<file path="config.mk">
export PLATFORM = sky130hd
export DESIGN_NAME = alu_seq_ctrl_flat
export DESIGN_NICKNAME = d
export VERILOG_FILES = /design/src/rtl/alu_req_if.sv /design/src/rtl/alu_seq_ctrl.sv /design/src/flat_wrapper.sv
export SDC_FILE = /design/constraint.sdc
export NUM_CORES = 1
export LEC_CHECK = 0
export ABC_AREA = 0
export CORE_ASPECT_RATIO = 1.75
export CORE_MARGIN = 1
export CORE_UTILIZATION = 40
export CTS_BUF_LIST = sky130_fd_sc_hd__clkbuf_4
export CTS_CLUSTER_DIAMETER = 60
export DETAILED_ROUTE_END_ITERATION = 12
export PLACE_DENSITY = 0.8
export SYNTH_ARGS = -nofsm -noshare
export SYNTH_HDL_FRONTEND = slang
export SYNTH_SLANG_ARGS = --single-unit
</file>
<file path="constraint.sdc">
create_clock -name clk -period 5.85 [get_ports clk]
set_input_delay 1.17 -clock clk [delete_from_list [all_inputs] [get_ports clk]]
set_output_delay 1.17 -clock clk [all_outputs]
set_load 0.03 [all_outputs]
</file>
<file path="src/rtl/alu_req_if.sv">
// Decoder-to-sequencer request handshake (valid/ready plus operation fields).
// The compare-only field is present when ALU_CMP_EN is defined.
interface alu_req_if #(
    parameter int ADDR_W = 4
);
    logic              valid;
    logic              ready;
    logic [2:0]        op;
    logic [ADDR_W-1:0] dst;
    logic [ADDR_W-1:0] src;
`ifdef ALU_CMP_EN
    logic              cmp;

    modport master (output valid, op, dst, src, cmp, input ready);
    modport slave  (input valid, op, dst, src, cmp, output ready);
`else
    modport master (output valid, op, dst, src, input ready);
    modport slave  (input valid, op, dst, src, output ready);
`endif
endinterface

</file>
<file path="src/rtl/alu_seq_ctrl.sv">
// Non-pipelined ALU sequencer: IDLE -> FETCH -> EXEC -> WB, owns the {C,L,F,Z,N} PSR.
// Optional ALU_CMP_EN adds compare-only requests (forced sub, no writeback, full PSR update).
module alu_seq_ctrl #(
    parameter int WIDTH  = 16,
    parameter int ADDR_W = 4
) (
    input  logic              clk,
    input  logic              reset,
    alu_req_if.slave          req,
    output logic [ADDR_W-1:0] rf_rd_addr_a,
    output logic [ADDR_W-1:0] rf_rd_addr_b,
    input  logic [WIDTH-1:0]  rf_rd_data_a,
    input  logic [WIDTH-1:0]  rf_rd_data_b,
    output logic [WIDTH-1:0]  alu_dst,
    output logic [WIDTH-1:0]  alu_src,
    output logic [2:0]        alu_op,
    input  logic [WIDTH-1:0]  alu_result,
    input  logic [4:0]        alu_flags,
    output logic              rf_we,
    output logic [ADDR_W-1:0] rf_wr_addr,
    output logic [WIDTH-1:0]  rf_wr_data,
    output logic [4:0]        psr,
    output logic              done,
    output logic              busy
);
    typedef enum logic [1:0] {IDLE, FETCH, EXEC, WB} state_t;

    state_t            state, state_nxt;
    logic [2:0]        op_q;
    logic [ADDR_W-1:0] dst_q, src_q;
    logic              cmp_q;
    logic [WIDTH-1:0]  opa_q, opb_q, res_q;
    logic [4:0]        psr_mask;

    always_ff @(posedge clk or posedge reset) begin
        if (reset) state <= IDLE;
        else       state <= state_nxt;
    end

    always_comb begin
        state_nxt = state;
        case (state)
            IDLE:    if (req.valid) state_nxt = FETCH;
            FETCH:   state_nxt = EXEC;
            EXEC:    state_nxt = WB;
            default: state_nxt = IDLE;
        endcase
    end

    // Compare is latched as a sub, so it falls into the arithmetic (all-flags) class.
    always_comb begin
        if (op_q[1:0] == 2'b00)  psr_mask = 5'b11111;
        else if (op_q == 3'b111) psr_mask = 5'b00010;
        else                     psr_mask = 5'b00011;
    end

`ifdef ALU_CMP_EN
    always_ff @(posedge clk or posedge reset) begin
        if (reset)                         cmp_q <= 1'b0;
        else if (state == IDLE && req.valid) cmp_q <= req.cmp;
    end
`else
    assign cmp_q = 1'b0;
`endif

    always_ff @(posedge clk or posedge reset) begin
        if (reset) begin
            op_q  <= '0;
            dst_q <= '0;
            src_q <= '0;
            opa_q <= '0;
            opb_q <= '0;
            res_q <= '0;
            psr   <= '0;
        end else begin
            if (state == IDLE && req.valid) begin
`ifdef ALU_CMP_EN
                op_q <= req.cmp ? 3'b100 : req.op;
`else
                op_q <= req.op;
`endif
                dst_q <= req.dst;
                src_q <= req.src;
            end
            // RF read data arrives during EXEC; capture operands, result and flags at EXEC->WB.
            if (state == EXEC) begin
                opa_q <= rf_rd_data_a;
                opb_q <= rf_rd_data_b;
                res_q <= alu_result;
                psr   <= (psr & ~psr_mask) | (alu_flags & psr_mask);
            end
        end
    end

    always_comb begin
        rf_rd_addr_a = '0;
        rf_rd_addr_b = '0;
        alu_dst      = opa_q;
        alu_src      = opb_q;
        alu_op       = '0;
        rf_we        = 1'b0;
        rf_wr_addr   = '0;
        rf_wr_data   = '0;
        done         = 1'b0;
        case (state)
            FETCH: begin
                rf_rd_addr_a = dst_q;
                rf_rd_addr_b = src_q;
                alu_op       = op_q;
            end
            EXEC: begin
                rf_rd_addr_a = dst_q;
                rf_rd_addr_b = src_q;
                alu_dst      = rf_rd_data_a;
                alu_src      = rf_rd_data_b;
                alu_op       = op_q;
            end
            WB: begin
                alu_op     = op_q;
                rf_we      = ~cmp_q;
                rf_wr_addr = dst_q;
                rf_wr_data = res_q;
                done       = 1'b1;
            end
            default: ;
        endcase
    end

    assign req.ready = (state == IDLE);
    assign busy      = (state != IDLE);
endmodule

</file>
<file path="src/flat_wrapper.sv">
// flat-port wrapper written by rule: the top's interface ports become plain ports
module alu_seq_ctrl_flat 
#(
    parameter int WIDTH  = 16,
    parameter int ADDR_W = 4
)
  (clk, reset, rf_rd_addr_a, rf_rd_addr_b, rf_rd_data_a, rf_rd_data_b, alu_dst, alu_src, alu_op, alu_result, alu_flags, rf_we, rf_wr_addr, rf_wr_data, psr, done, busy, req_valid, req_op, req_dst, req_src, req_ready);
  alu_req_if #(.ADDR_W(ADDR_W)) req_i ();
  input  logic clk;
  input  logic reset;
  output logic [ADDR_W-1:0] rf_rd_addr_a;
  output logic [ADDR_W-1:0] rf_rd_addr_b;
  input  logic [WIDTH-1:0] rf_rd_data_a;
  input  logic [WIDTH-1:0] rf_rd_data_b;
  output logic [WIDTH-1:0] alu_dst;
  output logic [WIDTH-1:0] alu_src;
  output logic [2:0] alu_op;
  input  logic [WIDTH-1:0] alu_result;
  input  logic [4:0] alu_flags;
  output logic rf_we;
  output logic [ADDR_W-1:0] rf_wr_addr;
  output logic [WIDTH-1:0] rf_wr_data;
  output logic [4:0] psr;
  output logic done;
  output logic busy;
  input wire logic [$bits(req_i.valid)-1:0] req_valid;
  input wire logic [$bits(req_i.op)-1:0] req_op;
  input wire logic [$bits(req_i.dst)-1:0] req_dst;
  input wire logic [$bits(req_i.src)-1:0] req_src;
  output wire logic [$bits(req_i.ready)-1:0] req_ready;
  assign req_i.valid = req_valid;
  assign req_i.op = req_op;
  assign req_i.dst = req_dst;
  assign req_i.src = req_src;
  assign req_ready = req_i.ready;
  alu_seq_ctrl #(.WIDTH(WIDTH), .ADDR_W(ADDR_W)) u_core (.clk(clk), .reset(reset), .req(req_i), .rf_rd_addr_a(rf_rd_addr_a), .rf_rd_addr_b(rf_rd_addr_b), .rf_rd_data_a(rf_rd_data_a), .rf_rd_data_b(rf_rd_data_b), .alu_dst(alu_dst), .alu_src(alu_src), .alu_op(alu_op), .alu_result(alu_result), .alu_flags(alu_flags), .rf_we(rf_we), .rf_wr_addr(rf_wr_addr), .rf_wr_data(rf_wr_data), .psr(psr), .done(done), .busy(busy));
endmodule
</file>
==> summary.md, run 1 <==
| Metric | Value |
|---|---|
| Status | completed |
| Die height | 112 µm |
| Die width | 65.1 µm |
| Post-Syn Nets | 258 |
| Hold_buf cts | 0 |
| WP data required | 4.68 ns |
| Smallest hold slack | 0.503 ns |
| Yosys warning count | 0 |
| Max-Slew Margin vs Limit | 39.9% |
| Final Wtd Congestion | 0.789 |
| H-tree depth | 3 |
| GRT Total Usage | 18.4% |
| Vias post-DR | 1,963 |
| CTS tree | done |
| CTS sink cnt | 66 |
| FF-to-FF setup slack | 3.40 ns |
| Clock Tree Root | clkbuf_4 |
| Max Cap Viol | 0 |
| Slew Limit Fails | 0 |
| Antenna violations before repair | 1 |
| Crit path time final | 4.21 ns |
| Final wirelength | 6340 µm |
| Detailed Routing Iterations Pass 1 | 3 |
| Clock-pin slew on the worst setup and hold paths | 0.10 ns |
| First-pass GRT wire length | 9850 µm |
| Max Root-Sink Buffers | 2 |
| Setup Skew | 0.00731 ns |
| DRC viols | 0 |
| Num ports | 139 |
| Critical path origin | u_core.state[0]$_DFFE_PP0P_ |
| Post-CTS Setup Repair Bufs | 0 |
| IO Port Bufs | 138 |
| Leakage power | 1.82 nW |
| Gr ovfl total | 0 |
| Drt wl/cell | 15.2 µm |
| CTS resizes | 0 |
| Critical path fanouts, max | 37 |
| Die Area | 0.00733 mm² |
| Post-route clock period utilization | 71.9% |
| Startpoint Class | flop |
| Post-synthesis sequential area ratio | 59.2% |
| Top cell type's share of synthesized area | 59.2% |
| Leading cell type in the layout, fill and taps excluded | clkdlybuf4s50_1 |
| Initial Util | 42.0% |
| RR Startpoint | u_core.state[0]$_DFFE_PP0P_ |
| Reg2reg path depth | 5 |
| Filler cells | 532 |
| Fin Setup TNS | 0 ns |
| Yosys cell types | 20 |
| Crit. End Element | primary output |
| Number of synthesized register bits | 66 |
| Synth area leader | dfrtp_1 |
| Post-route antenna net violation count | 0 |
| DP HPWL | 4750 µm |
| DR iter-0 viols | 85 |
| Setup violators final | 0 |
| CP Class | flop to primary output |
| Cell Pwr Density | 666 mW/mm² |
| Largest cells by area after synthesis | dfrtp_1 (59%), mux2_2 (22%), and2_1 (6.3%) |
| Final hold vios | 0 |
| CTS Buf Count | 9 |
| Core area | 0.00664 mm² |
| Largest net degree at the start of global routing | 67 |
| Worst skew pair latency | 0.39 ns |
| Hold crit path type | flop to flop |
| Vias in the first global route | 2,014 |
| Avg Cell Area, Syn | 14.8 µm² |
| Slew @ Worst Pin | 0.901 ns |
| Most frequent cells in the layout | clkdlybuf4s50_1 (138), dfrtp_1 (66), mux2_2 (54) |
| Layout cells sized above 1 | 25.7% |
| Via density | 4.71 |
| Max VDD drop | 381 µV |
| Cell area after synthesis | 0.00279 mm² |
| Crit path DAT | 3.04 ns |
| RSZ-0062 raised after global routing | false |
| Post-Syn Instances | 188 |
| # rows | 39 |
| Post-layout nets | 399 |
| CP Capture Point | alu_dst[8] |
| Fmax | 238 MHz |
| Layout area overhead | 55.7% |
==> Yosys cell counts, drive strengths merged <==
| cell | n |
|---|---|
| dfrtp | 66 |
| mux2 | 64 |
| and2 | 28 |
| buf | 8 |
| inv | 4 |
| and2b | 3 |
| ha | 3 |
| clkbuf | 2 |
| nor2 | 2 |
| a21oi | 1 |
| a311o | 1 |
| and4 | 1 |
| nand2 | 1 |
| nand2b | 1 |
| nand3 | 1 |
| nor2b | 1 |
| nor3b | 1 |
==> sequential cells by signal, summed over array words and instances, names as in the netlist, named ones only <==
signal        cells
u_core.src_q      4
u_core.res_q     16
u_core.op_q       3
u_core.psr        1
u_core.dst_q      4
u_core.opa_q     16
u_core.opb_q     16
u_core.state      2
==> worst min path at each step <==
stage	end	from	cells after the start	slack [ns]
final	u_core.res_q[8]$_DFFE_PP0N_	u_core.res_q[8]$_DFFE_PP0N_	1	0.50
after CTS	u_core.opa_q[3]$_DFF_PP0_	u_core.opa_q[3]$_DFF_PP0_	1	0.51
after global placement	u_core.opb_q[9]$_DFF_PP0_	u_core.opb_q[9]$_DFF_PP0_	1	0.48
after floorplan	u_core.res_q[0]$_DFFE_PP0N_	u_core.res_q[0]$_DFFE_PP0N_	1	0.47
after global routing	u_core.opb_q[12]$_DFF_PP0_	u_core.opb_q[12]$_DFF_PP0_	1	0.52
after detailed placement	u_core.opa_q[3]$_DFF_PP0_	u_core.opa_q[3]$_DFF_PP0_	1	0.49
==> per-layer routing <==
metal  vias up  share of wire [%]  GRT usage [%]  wire length, µm
met5         -                  0              0                0
met4         0                2.0           9.28              127
met3        10                6.6           6.20              419
li1        922                  -              -                -
met2        81                 54           33.1             3440
met1       950                 37           18.2             2340
==> final cells by class <==
| class | instances | area (µm²) | area share [%] |
|---|---|---|---|
| Sequential cell | 66 | 1650 | 38.0 |
| Clock buffer | 12 | 90.1 | 2.07 |
| Clock inverter | 4 | 18.8 | 0.432 |
| Timing Repair Buffer | 140 | 1400 | 32.1 |
| Multi-Input combinational cell | 108 | 1070 | 24.6 |
| Antenna cell | 1 | 2.50 | 0.0576 |
| Inverter | 4 | 15.0 | 0.346 |
| Tap cell | 82 | 103 | 2.36 |
==> through the flow <==
step | utilization, % | setup slack, ns | instance area (µm²) | std cells | power, mW
after detailed placement | 63.8 | 2.05 | 4230 | 400 | 2.68
after floorplan | - | 3.03 | 2790 | 188 | 1.97
after global routing | 65.5 | 1.44 | 4340 | 417 | 3.05
after global placement | 63.8 | 2.09 | 4230 | 400 | 2.63
final | 65.5 | 1.64 | 4340 | 417 | 2.89
after CTS | 65.4 | 1.58 | 4340 | 416 | 2.93
==> kinds of logic (layout without fill, tap and decap cells) <==
logic type | after synthesis | after routing | synth area share (%)
muxes | 64 | 64 | 27.2
other | 0 | 1 | 0
and+or+nand+nor | 39 | 39 | 9.10
buffers and inverters | 14 | 160 | 2.65
AOI/OAI and AO/OA | 2 | 2 | 0.538
DFF | 66 | 66 | 59.2
adders and majority gates | 3 | 3 | 1.35
==> power breakdown <==
group | leakage (nW) | switching [mW] | internal [mW]
registers | 0.772 | 0.0962 | 0.692
logic | 0.986 | 0.978 | 0.879
clock network | 0.0601 | 0.148 | 0.0979
==> worst max-delay path, cell delays in order (launching register included) <==
cell	delay, ns
dfrtp_1	0.41
inv_1	0.09
ha_2	0.78
buf_4	0.38
mux2_2	0.37
clkdlybuf4s50_1	0.61
Power figures use the tool's default switching activity.
==> inputs of run 2 (changes only) <==
Clock period 5.85 ns to 3.9 ns, I/O delays scaled along.
==> summary.md, run 2 (synthesis gave the netlist of run 1 again) <==
| Metric | Value |
|---|---|
| Fin Setup TNS | 0 ns (unchanged) |
| Largest regs | u_core.opa_q: 16 flops, u_core.opb_q: 16 flops, u_core.res_q: 16 flops (unchanged) |
| GRT Total Usage | 19.4% (was 18.4%) |
| Startpoint Class | flop (unchanged) |
| CTS tree | done (unchanged) |
| Clock Power Share | 9.8% (was 8.5%) |
| H-tree depth | 3 (unchanged) |
| RSZ-0062 raised after global routing | false (unchanged) |
| Register area | 0.00165 mm² (unchanged) |
| Worst skew pair latency | 0.42 ns (was 0.39 ns) |
| Die Area | 0.00733 mm² (unchanged) |
| Final wirelength | 6460 µm (was 6340 µm) |
| Die width | 65.1 µm (unchanged) |
| Dpl ws | 0.967 ns (was 2.05 ns) |
| CTS resizes | 0 (unchanged) |
| Crit path time final | 3.33 ns |
| Antenna violations before repair | 1 (unchanged) |
| Post-layout nets | 401 (was 399) |
| Final Wtd Congestion | 0.731 (was 0.789) |
| Finished Cell Area | 0.00438 mm² (was 0.00434 mm²) |
| DP HPWL | 4890 µm (was 4750 µm) |
| Reg power frac | 27.0% (was 27.3%) |
| Worst Hold End | u_core.res_q[10]$_DFFE_PP0N_ (was u_core.res_q[8]$_DFFE_PP0N_) |
| Placed inst area | 0.00425 mm² (was 0.00423 mm²) |
| Die height | 112 µm (unchanged) |
| Gr ovfl total | 0 (unchanged) |
| Max VDD drop | 648 µV (was 381 µV) |
| Drt wl/cell | 15.4 µm (was 15.2 µm) |
| Reg2reg path depth | 5 (unchanged) |
| Worst Hold Launch | u_core.res_q[10]$_DFFE_PP0N_ (was u_core.res_q[8]$_DFFE_PP0N_) |
| Crit path DAT | 2.55 ns (was 3.04 ns) |
| Detailed Routing Iterations Pass 1 | 4 (was 3) |
| Hold crit path type | flop to flop (unchanged) |
| Post-route antenna net violation count | 0 (unchanged) |
| Clock Tree Root | clkbuf_4 (unchanged) |
| Max-Slew Margin vs Limit | 55.9% (was 39.9%) |
| Vias in the first global route | 2,122 (was 2,014) |
| Cell Pwr Density | 1000 mW/mm² (was 666 mW/mm²) |
| Post-CTS Setup Repair Bufs | 0 (unchanged) |
| Status | completed (unchanged) |
| Post-route clock period utilization | 85.5% |
| Max layer used | met4 (unchanged) |
| Slew @ Worst Pin | 0.660 ns (was 0.901 ns) |
| Proportion of power drawn by combinational gates | 63.2% (was 64.2%) |
| DRC viols | 0 (unchanged) |
| IO Port Bufs | 138 (unchanged) |
| CP Class | flop to primary output (unchanged) |
| CTS sink cnt | 66 (unchanged) |
| Setup violators final | 0 (unchanged) |
| Filler cells | 537 (was 532) |
| Fmax | 300 MHz |
| Layout area overhead | 56.9% (was 55.7%) |
| Multi-input logic area | 0.00107 mm² (unchanged) |
| Largest net degree at the start of global routing | 39 (was 67) |
| Via density | 4.79 (was 4.71) |
| FF-to-FF setup slack | 2.22 ns (was 3.40 ns) |
| WL met1 | 2210 µm (was 2340 µm) |
| Core area | 0.00664 mm² (unchanged) |
| Int Pwr | 2.56 mW (was 1.67 mW) |
| Setup ws final | 0.565 ns (was 1.64 ns) |
| Most frequent cells in the layout | clkdlybuf4s50_1 (138), dfrtp_1 (66), mux2_2 (54) (unchanged) |
| Initial Util | 42.0% (unchanged) |
| WP data required | 3.12 ns (was 4.68 ns) |
| Sw frac | 41.7% (was 42.3%) |
| Crit. End Element | primary output (unchanged) |
| Switching power | 1.83 mW (was 1.22 mW) |
| Setup Skew | 0.0119 ns (was 0.00731 ns) |
| Hold Crit Depth | 1 (unchanged) |
| Max Cap Viol | 0 (unchanged) |
| Max Root-Sink Buffers | 2 (unchanged) |
| Met2 Wirelength | 3520 µm (was 3440 µm) |
| # rows | 39 (unchanged) |
| Vias post-DR | 2,009 (was 1,963) |
| Layout cells sized above 1 | 25.9% (was 25.7%) |
| Leakage power | 1.84 nW (was 1.82 nW) |
| Slew Limit Fails | 0 (unchanged) |
| DR iter-0 viols | 67 (was 85) |
| Clock-pin slew on the worst setup and hold paths | 0.10 ns (about the same) |
| Critical path fanouts, max | 38 (was 37) |
| Final hold vios | 0 (unchanged) |
| Leading cell type in the layout, fill and taps excluded | clkdlybuf4s50_1 (unchanged) |
| Hold_buf cts | 0 (unchanged) |
| DR WL met3 | 505 µm (was 419 µm) |
| First-pass GRT wire length | 10,300 µm (was 9850 µm) |
| CTS Buf Count | 9 (unchanged) |
| Num ports | 139 (unchanged) |
| RR Startpoint | u_core.state[0]$_DFFE_PP0P_ (unchanged) |
-- run 2: worst max-delay path: stages (launching register included) --
cell	delay, ns
dfrtp_1	0.41
inv_1	0.09
ha_2	0.18
buf_4	0.43
mux2_2	0.41
clkdlybuf4s50_1	0.61
-- run 2: cell type report --
type,count,area share [%]
Sequential cell,66,37.7
Timing Repair Buffer,142,32.2
Multi-Input combinational cell,108,24.4
Tap cell,82,2.34
Clock buffer,11,1.89
Clock inverter,5,1.03
Inverter,4,0.343
Antenna cell,1,0.0572
-- run 2: worst max-delay path by stage --
stage / from / end / slack (ns) / cells past startpoint
3_5_place_dp: u_core.state[0]$_DFFE_PP0P_ / alu_dst[2] / 0.97 / 5
2_1_floorplan: reset / asynchronous set/reset pin / 1.47 / 1
4_1_cts: u_core.state[0]$_DFFE_PP0P_ / alu_dst[2] / 0.49 / 5
3_3_place_gp: u_core.state[0]$_DFFE_PP0P_ / alu_dst[2] / 1.01 / 5
6_report: u_core.state[0]$_DFFE_PP0P_ / alu_dst[2] / 0.57 / 5
5_1_grt: u_core.state[0]$_DFFE_PP0P_ / alu_dst[2] / 0.39 / 5
-- run 2: through the flow --
stage / power (mW) / hold slack, ns / utilization [%] / instances
floorplan: 2.96 / 0.472 / - / 188
global placement: 3.95 / 0.478 / 64.0 / 402
CTS: 4.45 / 0.507 / 65.9 / 418
detailed placement: 4.02 / 0.484 / 64.0 / 402
finish: 4.39 / 0.505 / 66.0 / 419
global route: 4.64 / 0.516 / 66.0 / 419
-- run 2: layer usage --
metal,global-route usage [%],vias to the layer above
met5,0,-
li1,-,923
met4,11.9,0
met1,19.3,984
met2,33.0,88
met3,7.52,14
-- run 2: power groups by stage --
stage / sequential, mW / clock [mW] / combinational [mW]
final: 1.18 / 0.431 / 2.78
after global routing: 1.23 / 0.482 / 2.92
after CTS: 1.19 / 0.448 / 2.82
after detailed placement: 1.21 / 0 / 2.81
after global placement: 1.18 / 0 / 2.77
after floorplan: 1.21 / 0 / 1.75
==> inputs of run 3 (changes only) <==
Settings changed: CORE_UTILIZATION 40 to 35, PLACE_DENSITY 0.8 to 0.71, REMOVE_ABC_BUFFERS from default to 1.
Clock period 3.9 ns to 4.2 ns, I/O delays scaled along.
==> summary.md, run 3 (synthesis gave the netlist of run 1 again) <==
| Metric | Value |
|---|---|
| Final core occ | 57.4% (was 66.0%) |
| Crit path time final | 3.33 ns |
| DR iter-0 viols | 93 (was 67) |
| FF-to-FF setup slack | 2.31 ns (was 2.22 ns) |
| Hold Crit Depth | 1 (unchanged) |
| Finished Layout Cells | 423 (was 419) |
| Die width | 69.5 µm (was 65.1 µm) |
| Max Cap Viol | 0 (unchanged) |
| Layout area overhead | 56.7% (was 56.9%) |
| Gr ovfl total | 0 (unchanged) |
| Clock Tree Root | clkbuf_4 (unchanged) |
| GRT Total Usage | 17.9% (was 19.4%) |
| IO Port Bufs | 138 (unchanged) |
| Setup ws final | 0.871 ns (was 0.565 ns) |
| CTS resizes | 0 (unchanged) |
| Setup Skew | 0.00841 ns (was 0.0119 ns) |
| First-pass GRT wire length | 11,100 µm (was 10,300 µm) |
| Num ports | 139 (unchanged) |
| Critical path fanouts, max | 33 (was 38) |
| DP HPWL | 5140 µm (was 4890 µm) |
| Fmax | 300 MHz |
| CTS tree | done (unchanged) |
| CP Class | flop to primary output (unchanged) |
| Largest regs | u_core.opa_q: 16 flops, u_core.opb_q: 16 flops, u_core.res_q: 16 flops (unchanged) |
| Placed cell count | 407 (was 402) |
| Slew @ Worst Pin | 0.632 ns (was 0.660 ns) |
| Largest net degree at the start of global routing | 43 (was 39) |
| Detailed Routing Iterations Pass 1 | 4 (unchanged) |
| Smallest hold slack | 0.503 ns (was 0.505 ns) |
| CTS sink cnt | 66 (unchanged) |
| Setup violators final | 0 (unchanged) |
| Slew Limit Fails | 0 (unchanged) |
| Vias in the first global route | 2,118 (was 2,122) |
| Max Root-Sink Buffers | 2 (unchanged) |
| H-tree depth | 3 (unchanged) |
| Hold crit path type | flop to flop (unchanged) |
| Status | completed (unchanged) |
| Antenna violations before repair | 1 (unchanged) |
| Hold_buf cts | 0 (unchanged) |
| Vias post-DR | 2,000 (was 2,009) |
| Most frequent cells in the layout | clkdlybuf4s50_1 (138), dfrtp_1 (66), mux2_2 (54) (unchanged) |
| Max-Slew Margin vs Limit | 57.9% (was 55.9%) |
| RR Startpoint | u_core.state[0]$_DFFE_PP0P_ (unchanged) |
| WP data required | 3.36 ns (was 3.12 ns) |
| Final Wtd Congestion | 0.743 (was 0.731) |
| Die Area | 0.00835 mm² (was 0.00733 mm²) |
| Via density | 4.73 (was 4.79) |
| Leading cell type in the layout, fill and taps excluded | clkdlybuf4s50_1 (unchanged) |
| Worst Hold Launch | u_core.res_q[13]$_DFFE_PP0N_ (was u_core.res_q[10]$_DFFE_PP0N_) |
| Reg2reg path depth | 5 (unchanged) |
| Final hold vios | 0 (unchanged) |
| Post-route clock period utilization | 79.3% |
| Clock-pin slew on the worst setup and hold paths | 0.10 ns (about the same) |
| Fin Setup TNS | 0 ns (unchanged) |
| Crit. End Element | primary output (unchanged) |
| Dpl ws | 1.20 ns (was 0.967 ns) |
| Final wirelength | 6850 µm (was 6460 µm) |
| CTS Buf Count | 9 (unchanged) |
| # rows | 42 (was 39) |
| Post-route antenna net violation count | 0 (unchanged) |
| Cell Pwr Density | 932 mW/mm² (was 1000 mW/mm²) |
| DRC viols | 0 (unchanged) |
| Core area | 0.00762 mm² (was 0.00664 mm²) |
| Initial Util | 36.6% (was 42.0%) |
| Leakage power | 1.83 nW (was 1.84 nW) |
| Layout cells sized above 1 | 25.7% (was 25.9%) |
| Max VDD drop | 401 µV (was 648 µV) |
| Die height | 120 µm (was 112 µm) |
| Post-CTS Setup Repair Bufs | 0 (unchanged) |
| Post-layout nets | 400 (was 401) |
| Drt wl/cell | 16.2 µm (was 15.4 µm) |
| Startpoint Class | flop (unchanged) |
| Worst Hold End | u_core.res_q[13]$_DFFE_PP0N_ (was u_core.res_q[10]$_DFFE_PP0N_) |
| Crit path DAT | 2.49 ns (was 2.55 ns) |
| RSZ-0062 raised after global routing | false (unchanged) |
| Worst skew pair latency | 0.40 ns (was 0.42 ns) |
run 3: area by class of cell:
type	count	area, µm²
Timing Repair Buffer	141	1400
Fill cell	652	3250
Multi-Input combinational cell	108	1070
Tap cell	88	110
Antenna cell	1	2.50
Clock inverter	5	46.3
Inverter	4	15.0
Sequential cell	66	1650
Clock buffer	10	75.1
run 3: through the flow:
step | power [mW] | cell area (µm²)
after global routing | 4.31 | 4370
after detailed placement | 3.73 | 4250
final | 4.07 | 4370
after global placement | 3.68 | 4250
after floorplan | 2.72 | 2730
after CTS | 4.14 | 4370
run 3: routing by layer:
layer | wire [µm] | global-route usage (%) | vias up
li1 | - | - | 925
met1 | 2420 | 18.8 | 994
met2 | 3960 | 31.9 | 64
met3 | 270 | 4.53 | 17
met4 | 208 | 10.1 | 0
met5 | 0 | 0 | -
run 3: how the worst max path moves through the flow:
stage                                            from           to  slack (ns)  cells past startpoint
final                     u_core.state[0]$_DFFE_PP0P_  alu_src[13]        0.87                      5
after global routing      u_core.state[0]$_DFFE_PP0P_   alu_src[6]        0.71                      5
after CTS                 u_core.state[0]$_DFFE_PP0P_   alu_dst[1]        0.80                      5
after detailed placement             rf_rd_data_a[10]  alu_dst[10]        1.20                      3
after global placement               rf_rd_data_a[10]  alu_dst[10]        1.19                      3
after floorplan           u_core.state[0]$_DFFE_PP0P_   alu_dst[0]        1.12                      3
run 3: critical path: stages, from the launching register on:
cell             delay (ns)
dfrtp_1                0.41
inv_1                  0.09
ha_2                   0.18
buf_4                  0.36
mux2_2                 0.41
clkdlybuf4s50_1        0.61
run 3: power breakdown:
group          internal, mW  leakage, nW  switching (mW)
clock network         0.179       0.0688           0.213
logic                  1.22        0.991            1.36
registers             0.964        0.772           0.133
total                  2.37         1.83            1.71
